==> src/rtl/ram_byte_bridge.sv <==
// ram_byte_bridge: word-wide CPU data-RAM responder that serialises each
// request into byte cycles on a synchronous byte-wide SRAM and stalls the
// CPU until the access is complete. Lanes are served lowest-first, one per
// cycle. Read data arrives one cycle after its issue cycle.
// Optional build macro RAM_BRIDGE_SEL_CHK_EN adds err_o. With it, a request
// with an unsupported byte-lane pattern is rejected without any memory cycle.
module ram_byte_bridge #(
  parameter int MEM_AW = 17
) (
  input  logic              clk,
  input  logic              rst,
  input  logic              ce_i,
  input  logic              we_i,
  input  logic [31:0]       addr_i,
  input  logic [3:0]        sel_i,
  input  logic [31:0]       data_i,
  output logic [31:0]       data_o,
  output logic              stall_o,
  output logic              mem_ce_o,
  output logic              mem_we_o,
  output logic [MEM_AW-1:0] mem_addr_o,
  output logic [7:0]        mem_data_o,
  input  logic [7:0]        mem_data_i
`ifdef RAM_BRIDGE_SEL_CHK_EN
  ,
  output logic              err_o
`endif
);

  // state  | meaning
  // IDLE   | waiting for ce_i; latches the request when it is seen
  // ISSUE  | one byte cycle per pending lane, lowest lane first
  // WAIT   | read only: captures the byte of the last issued lane
  // DONE   | stall released for one cycle, data_o holds the result
  typedef enum logic [1:0] {
    S_IDLE,
    S_ISSUE,
    S_WAIT,
    S_DONE
  } state_t;

  state_t            state_q, state_d;
  logic              we_q, we_d;
  logic [MEM_AW-3:0] addr_q, addr_d;
  logic [31:0]       data_q, data_d;
  logic [3:0]        pend_q, pend_d;
  logic [31:0]       rbuf_q, rbuf_d;
  logic              cap_q, cap_d;
  logic [1:0]        cap_lane_q, cap_lane_d;
  logic [1:0]        lane;
  logic              issue;
  logic              addr_unused;

`ifdef RAM_BRIDGE_SEL_CHK_EN
  logic err_q, err_d;

  // Byte, aligned halfword, full word or nothing are the supported patterns.
  function automatic logic sel_legal(input logic [3:0] s);
    case (s)
      4'b0000, 4'b0001, 4'b0010, 4'b0100, 4'b1000,
      4'b0011, 4'b1100, 4'b1111: sel_legal = 1'b1;
      default:                   sel_legal = 1'b0;
    endcase
  endfunction
`endif

  // Word-offset bits and bits above the memory window play no part.
  assign addr_unused = ^{addr_i[31:MEM_AW], addr_i[1:0]};

  // Pick the lowest pending lane; this is the lane served this cycle.
  always_comb begin
    lane = 2'd0;
    for (int k = 3; k >= 0; k--) begin
      if (pend_q[k]) lane = 2'(k);
    end
  end

  // Next-state, request latching and read-byte capture.
  always_comb begin
    state_d    = state_q;
    we_d       = we_q;
    addr_d     = addr_q;
    data_d     = data_q;
    pend_d     = pend_q;
    rbuf_d     = rbuf_q;
    cap_d      = 1'b0;
    cap_lane_d = cap_lane_q;
`ifdef RAM_BRIDGE_SEL_CHK_EN
    err_d      = err_q;
`endif

    // The byte issued last cycle is on mem_data_i now.
    if (cap_q) rbuf_d[{cap_lane_q, 3'b000} +: 8] = mem_data_i;

    case (state_q)
      S_IDLE: begin
        if (ce_i) begin
          we_d    = we_i;
          addr_d  = addr_i[MEM_AW-1:2];
          data_d  = data_i;
          pend_d  = sel_i;
          rbuf_d  = 32'h0;
          state_d = (sel_i == 4'b0000) ? S_DONE : S_ISSUE;
`ifdef RAM_BRIDGE_SEL_CHK_EN
          err_d   = 1'b0;
          if (!sel_legal(sel_i)) begin
            pend_d  = 4'b0000;
            err_d   = 1'b1;
            state_d = S_DONE;
          end
`endif
        end
      end
      S_ISSUE: begin
        pend_d     = pend_q & ~(4'b0001 << lane);
        cap_d      = ~we_q;
        cap_lane_d = lane;
        if (pend_d == 4'b0000) state_d = we_q ? S_DONE : S_WAIT;
      end
      S_WAIT: state_d = S_DONE;
      S_DONE: state_d = S_IDLE;
      default: state_d = S_IDLE;
    endcase
  end

  // State and datapath registers; reset abandons any access in flight.
  always_ff @(posedge clk or negedge rst) begin
    if (!rst) begin
      state_q    <= S_IDLE;
      we_q       <= 1'b0;
      addr_q     <= '0;
      data_q     <= 32'h0;
      pend_q     <= 4'b0000;
      rbuf_q     <= 32'h0;
      cap_q      <= 1'b0;
      cap_lane_q <= 2'd0;
`ifdef RAM_BRIDGE_SEL_CHK_EN
      err_q      <= 1'b0;
`endif
    end else begin
      state_q    <= state_d;
      we_q       <= we_d;
      addr_q     <= addr_d;
      data_q     <= data_d;
      pend_q     <= pend_d;
      rbuf_q     <= rbuf_d;
      cap_q      <= cap_d;
      cap_lane_q <= cap_lane_d;
`ifdef RAM_BRIDGE_SEL_CHK_EN
      err_q      <= err_d;
`endif
    end
  end

  // Memory strobes come only from registered state, never from ce_i.
  always_comb begin
    issue      = (state_q == S_ISSUE);
    mem_ce_o   = issue;
    mem_we_o   = issue & we_q;
    mem_addr_o = issue ? {addr_q, lane} : '0;
    mem_data_o = issue ? data_q[{lane, 3'b000} +: 8] : 8'h00;
    stall_o    = (state_q == S_IDLE) ? ce_i : (state_q != S_DONE);
    data_o     = rbuf_q;
  end

`ifdef RAM_BRIDGE_SEL_CHK_EN
  // Rejection is flagged only during the DONE cycle of that request.
  always_comb begin
    err_o = err_q & (state_q == S_DONE);
  end
`endif

endmodule

==> config.mk <==
export PLATFORM = sky130hd
export DESIGN_NAME = ram_byte_bridge
export DESIGN_NICKNAME = d
export VERILOG_FILES = /design/src/rtl/ram_byte_bridge.sv
export SDC_FILE = /design/constraint.sdc
export NUM_CORES = 1
export LEC_CHECK = 0
export BUFFER_PORTS_ARGS = -buffer_cell sky130_fd_sc_hd__buf_2
export CORE_MARGIN = 2
export CORE_UTILIZATION = 50
export CTS_BUF_LIST = sky130_fd_sc_hd__clkbuf_16
export CTS_CLUSTER_SIZE = 12
export DETAILED_ROUTE_END_ITERATION = 6
export HOLD_SLACK_MARGIN = 0.12
export PLACE_DENSITY = 0.8
export SLEW_MARGIN = 20
export SYNTH_ARGS = -nofsm -noshare
export SYNTH_HDL_FRONTEND = slang
export SYNTH_SLANG_ARGS = --single-unit
==> constraint.sdc <==
create_clock -name clk -period 1.9 [get_ports clk]
set_input_delay 0.38 -clock clk [delete_from_list [all_inputs] [get_ports clk]]
set_output_delay 0.38 -clock clk [all_outputs]
set_load 0.05 [all_outputs]
==> flow_metrics.env <==
export IMPL_run_status="complete, but fails checks"
export IMPL_failed_checks="negative setup slack"
export IMPL_clkSlewWorstSetupHoldPaths_ps=60
export IMPL_top_level_ports=140
export IMPL_die_h_microns=93.3
export IMPL_clock_latency_ps=340
export IMPL_track_usage_pct=28.3
export IMPL_core_area_sq_um=7730
export IMPL_p_per_area_nw_per_um2=1850
export IMPL_worst_setup_path_start_kind="flop"
export IMPL_crit_required_ps=1520
export IMPL_period_minus_slack_ps=2150
export IMPL_grtUsageMet2_pct=48.0
export IMPL_hold_violations=0
export IMPL_yosysWarningCount=0
export IMPL_arrival_ps=1770
export IMPL_root_buffer="sky130_fd_sc_hd__clkbuf_16"
export IMPL_via_per_inst=5.49
export IMPL_htree_num_levels=3
export IMPL_ctsLongestPathBuffers=2
export IMPL_dpl_cell_count=647
export IMPL_synth_sequential_area_ratio_pct=55.9
export IMPL_cts_tree="done"
export IMPL_placementRows=32
export IMPL_worst_slew_pin_transition_ps=505
export IMPL_fin_ws_ps=-250
export IMPL_cellLeakagePower_uw=0.00309
export IMPL_yosys_register_bits=89
export IMPL_setup_repair_after_global_routing_missed_its_margin="yes"
export IMPL_antenna_found_initial=0
export IMPL_initial_utilization_pct=51.6
export IMPL_worst_path_max_fanout=5
export IMPL_overflow=0
export IMPL_area_growth_synth_to_final_pct=51.5
export IMPL_hpwl_after_dpl_microns=7050
export IMPL_synthMuxAreaShare_pct=2.01
export IMPL_nNetsFinal=669
export IMPL_diodes=0
export IMPL_timing_max_cap_violations=0
export IMPL_endpoint_kind="output port"
export IMPL_main_combinational_cell_family_by_area_after_synthesis="simple AND/OR/NAND/NOR gates"
export IMPL_mapped_cell_area_sq_um=3990
export IMPL_endpoint_of_the_worst_slack_reg_to_reg_timing_path="state_q[1]"
export IMPL_post_synth_num_cell_types=32
export IMPL_post_synth_xor_area_fraction_pct=0
export IMPL_die_w_microns=93.3
export IMPL_grt_pass1_vias=3825
export IMPL_post_synth_adder_cell_area_pct=2.76
export IMPL_cts_made_buffers=9
export IMPL_detail_route_antenna_nets=0
export IMPL_finalSetupViolCount=21
export IMPL_setup_worst_path_end="mem_data_o[0]"
export IMPL_grt_pass1_wl_microns=19000
export IMPL_stdcell_count=688
export IMPL_drive_above_1_share_pct=39.9
export IMPL_grt_max_degree=51
export IMPL_worst_hold_path_type="input port to flop"
export IMPL_groute_layer_met3_usage_pct=6.37
export IMPL_final_setup_skew_ps=8.17
export IMPL_post_route_period_util_pct=113
export IMPL_drc_errors=0
export IMPL_layout_cells_most_common="sky130_fd_sc_hd__nand2_1"
export IMPL_final_cell_mix="147 x sky130_fd_sc_hd__nand2_1, 93 x sky130_fd_sc_hd__buf_2, 86 x sky130_fd_sc_hd__dfrtp_1"
export IMPL_syn_inst=425
export IMPL_worst_case_reg_to_reg_path_depth=9
export IMPL_design_die_area_sq_um=8700
export IMPL_gr_usage_met1_pct=34.4
export IMPL_worst_r2r_setup_slack_ps=10
export IMPL_wl_microns=12100
export IMPL_post_drt_wl_per_cell_microns=17.6
export IMPL_timing_slew_headroom_pct=66.3
export IMPL_dp_slack_ps=-76.6
export IMPL_syn_nets=513
export IMPL_cts_num_sinks=89
export IMPL_timing_worst_setup_path_type="flop to output port"
export IMPL_holdWs_ps=227
export IMPL_dr_total_vias=3775
export IMPL_synth_compound_area_share_pct=12.6
export IMPL_drtPass1Iterations=5
export IMPL_syn_area_per_cell_sq_um=9.38
export IMPL_vdd_drop_max_uv=1290
export IMPL_finalPower_uw=11200
export IMPL_report_final_slew_viol_count=0
export IMPL_max_freq_mhz=465
export IMPL_detailedRoute_firstIterationViolations=230
export IMPL_gp_congestion=0.845
export IMPL_timing_critical_path_from="pend_q[3]"
export IMPL_r2r_start="state_q[1]"
export IMPL_fillers=469
export IMPL_synth_simple_area_share_pct=23.6
export IMPL_final_util_pct=78.1
export IMPL_grt_busiest_layer="met2"
export IMPL_buffer_ports_inserted=122
-- flip-flops by register name (all words and copies together) (netlist names) --
name        cells
addr_q         15
we_q            1
state_q         2
cap_lane_q      2
data_o         32
cap_q           1
pend_q          4
data_q         32
-- how the worst min path moves through the flow --
| stage | to | start | slack (ps) | cells past startpoint |
|---|---|---|---|---|
| floorplan | addr_q[0] | rst | 80 | 0 |
| global placement | data_o[2] | rst | 370 | 1 |
| detailed placement | data_o[27] | rst | 380 | 1 |
| CTS | data_q[22] | data_i[22] | 220 | 3 |
| global route | data_q[26] | data_i[26] | 240 | 3 |
| finish | data_q[22] | data_i[22] | 230 | 3 |
-- kinds of logic (layout without fill, tap and decap cells) --
kind of cell    Yosys count  count (layout)
fa+ha+maj                 9               9
simple gates            221             222
buf+inv                  29             189
mux                       8               8
flops                    89              89
compound gates           69              69
-- worst max-delay path, stage by stage (launching register included) --
cell and delay, ps:
sky130_fd_sc_hd__dfrtp_1 390, sky130_fd_sc_hd__nor2b_4 140, sky130_fd_sc_hd__o21bai_4 180, sky130_fd_sc_hd__buf_12 180, sky130_fd_sc_hd__mux2i_4 290, sky130_fd_sc_hd__o22ai_4 100, sky130_fd_sc_hd__buf_6 160
-- synth_stat cells --
library cell                instances  area (sq um)
sky130_fd_sc_hd__ha_1               8           100
sky130_fd_sc_hd__o22ai_1           11          68.8
sky130_fd_sc_hd__and2_1            16           100
sky130_fd_sc_hd__o31a_1             1          8.76
sky130_fd_sc_hd__nand2_2            1          6.26
sky130_fd_sc_hd__a22o_1             1          8.76
sky130_fd_sc_hd__inv_1              7          26.3
sky130_fd_sc_hd__a2bb2oi_1          1          8.76
sky130_fd_sc_hd__o31ai_2            1          12.5
sky130_fd_sc_hd__mux2i_1            8          80.1
sky130_fd_sc_hd__nor4_1             2          12.5
sky130_fd_sc_hd__a22oi_1           40           300
sky130_fd_sc_hd__a31oi_1            1          6.26
sky130_fd_sc_hd__and4_1             3          26.3
sky130_fd_sc_hd__clkbuf_1           9          33.8
sky130_fd_sc_hd__a21bo_2            1          10.0
sky130_fd_sc_hd__buf_2             12          60.1
sky130_fd_sc_hd__and2b_1            1          7.51
sky130_fd_sc_hd__maj3_1             1          10.0
sky130_fd_sc_hd__o21bai_1           2          15.0
sky130_fd_sc_hd__a21o_1             1          7.51
sky130_fd_sc_hd__nand2_1          150           563
sky130_fd_sc_hd__a21oi_1            2          10.0
sky130_fd_sc_hd__nor2_1            41           154
sky130_fd_sc_hd__o22a_1             1          8.76
sky130_fd_sc_hd__nor4b_4            1          23.8
sky130_fd_sc_hd__buf_4              1          7.51
sky130_fd_sc_hd__o21ai_0            5          25.0
sky130_fd_sc_hd__nor2b_1            5          31.3
sky130_fd_sc_hd__nor4b_2            1          15.0
sky130_fd_sc_hd__dfrtp_1           89          2230
sky130_fd_sc_hd__o2bb2a_1           1          10.0
-- stage by stage --
stage	area (sq um)	setup TNS [ps]
2_1_floorplan	4170	0
3_3_place_gp	5010	-18.3
3_5_place_dp	5010	-412
4_1_cts	5860	-2000
5_1_grt	6040	-3730
6_report	6040	-2530
-- routing by layer --
layer	routed length [microns]	part of all wire [%]
met5	0	0
met4	550	4.5
met3	778	6.4
met1	4690	39
met2	6120	50
-- cell type report --
class | count | area [sq um] | area share, %
Inverter | 7 | 28.8 | 0.477
Tap cell | 102 | 128 | 2.11
Sequential cell | 89 | 2230 | 37.0
Clock inverter | 7 | 111 | 1.84
Timing Repair Buffer | 166 | 1310 | 21.7
Clock buffer | 9 | 225 | 3.73
Multi-Input combinational cell | 308 | 2000 | 33.2
-- report_power, final --
part           switching (uW)  leakage, uW  total, uW  internal [uW]
registers                 535      0.00116       3060           2530
clock network             707     0.000172       1980           1270
logic                    3460      0.00176       6120           2660
total                    4700      0.00309      11200           6460
-- repair_timing --
action,CTS,global route
pin swaps,15,4
endpoints found under the setup margin,27,40
cloned,2,1
buffers inserted,16,8
endpoints found under the hold margin,34,0
hold buffers,1,0
gates resized for setup,88,47
Note: power is estimated with default switching activity, not from simulation.
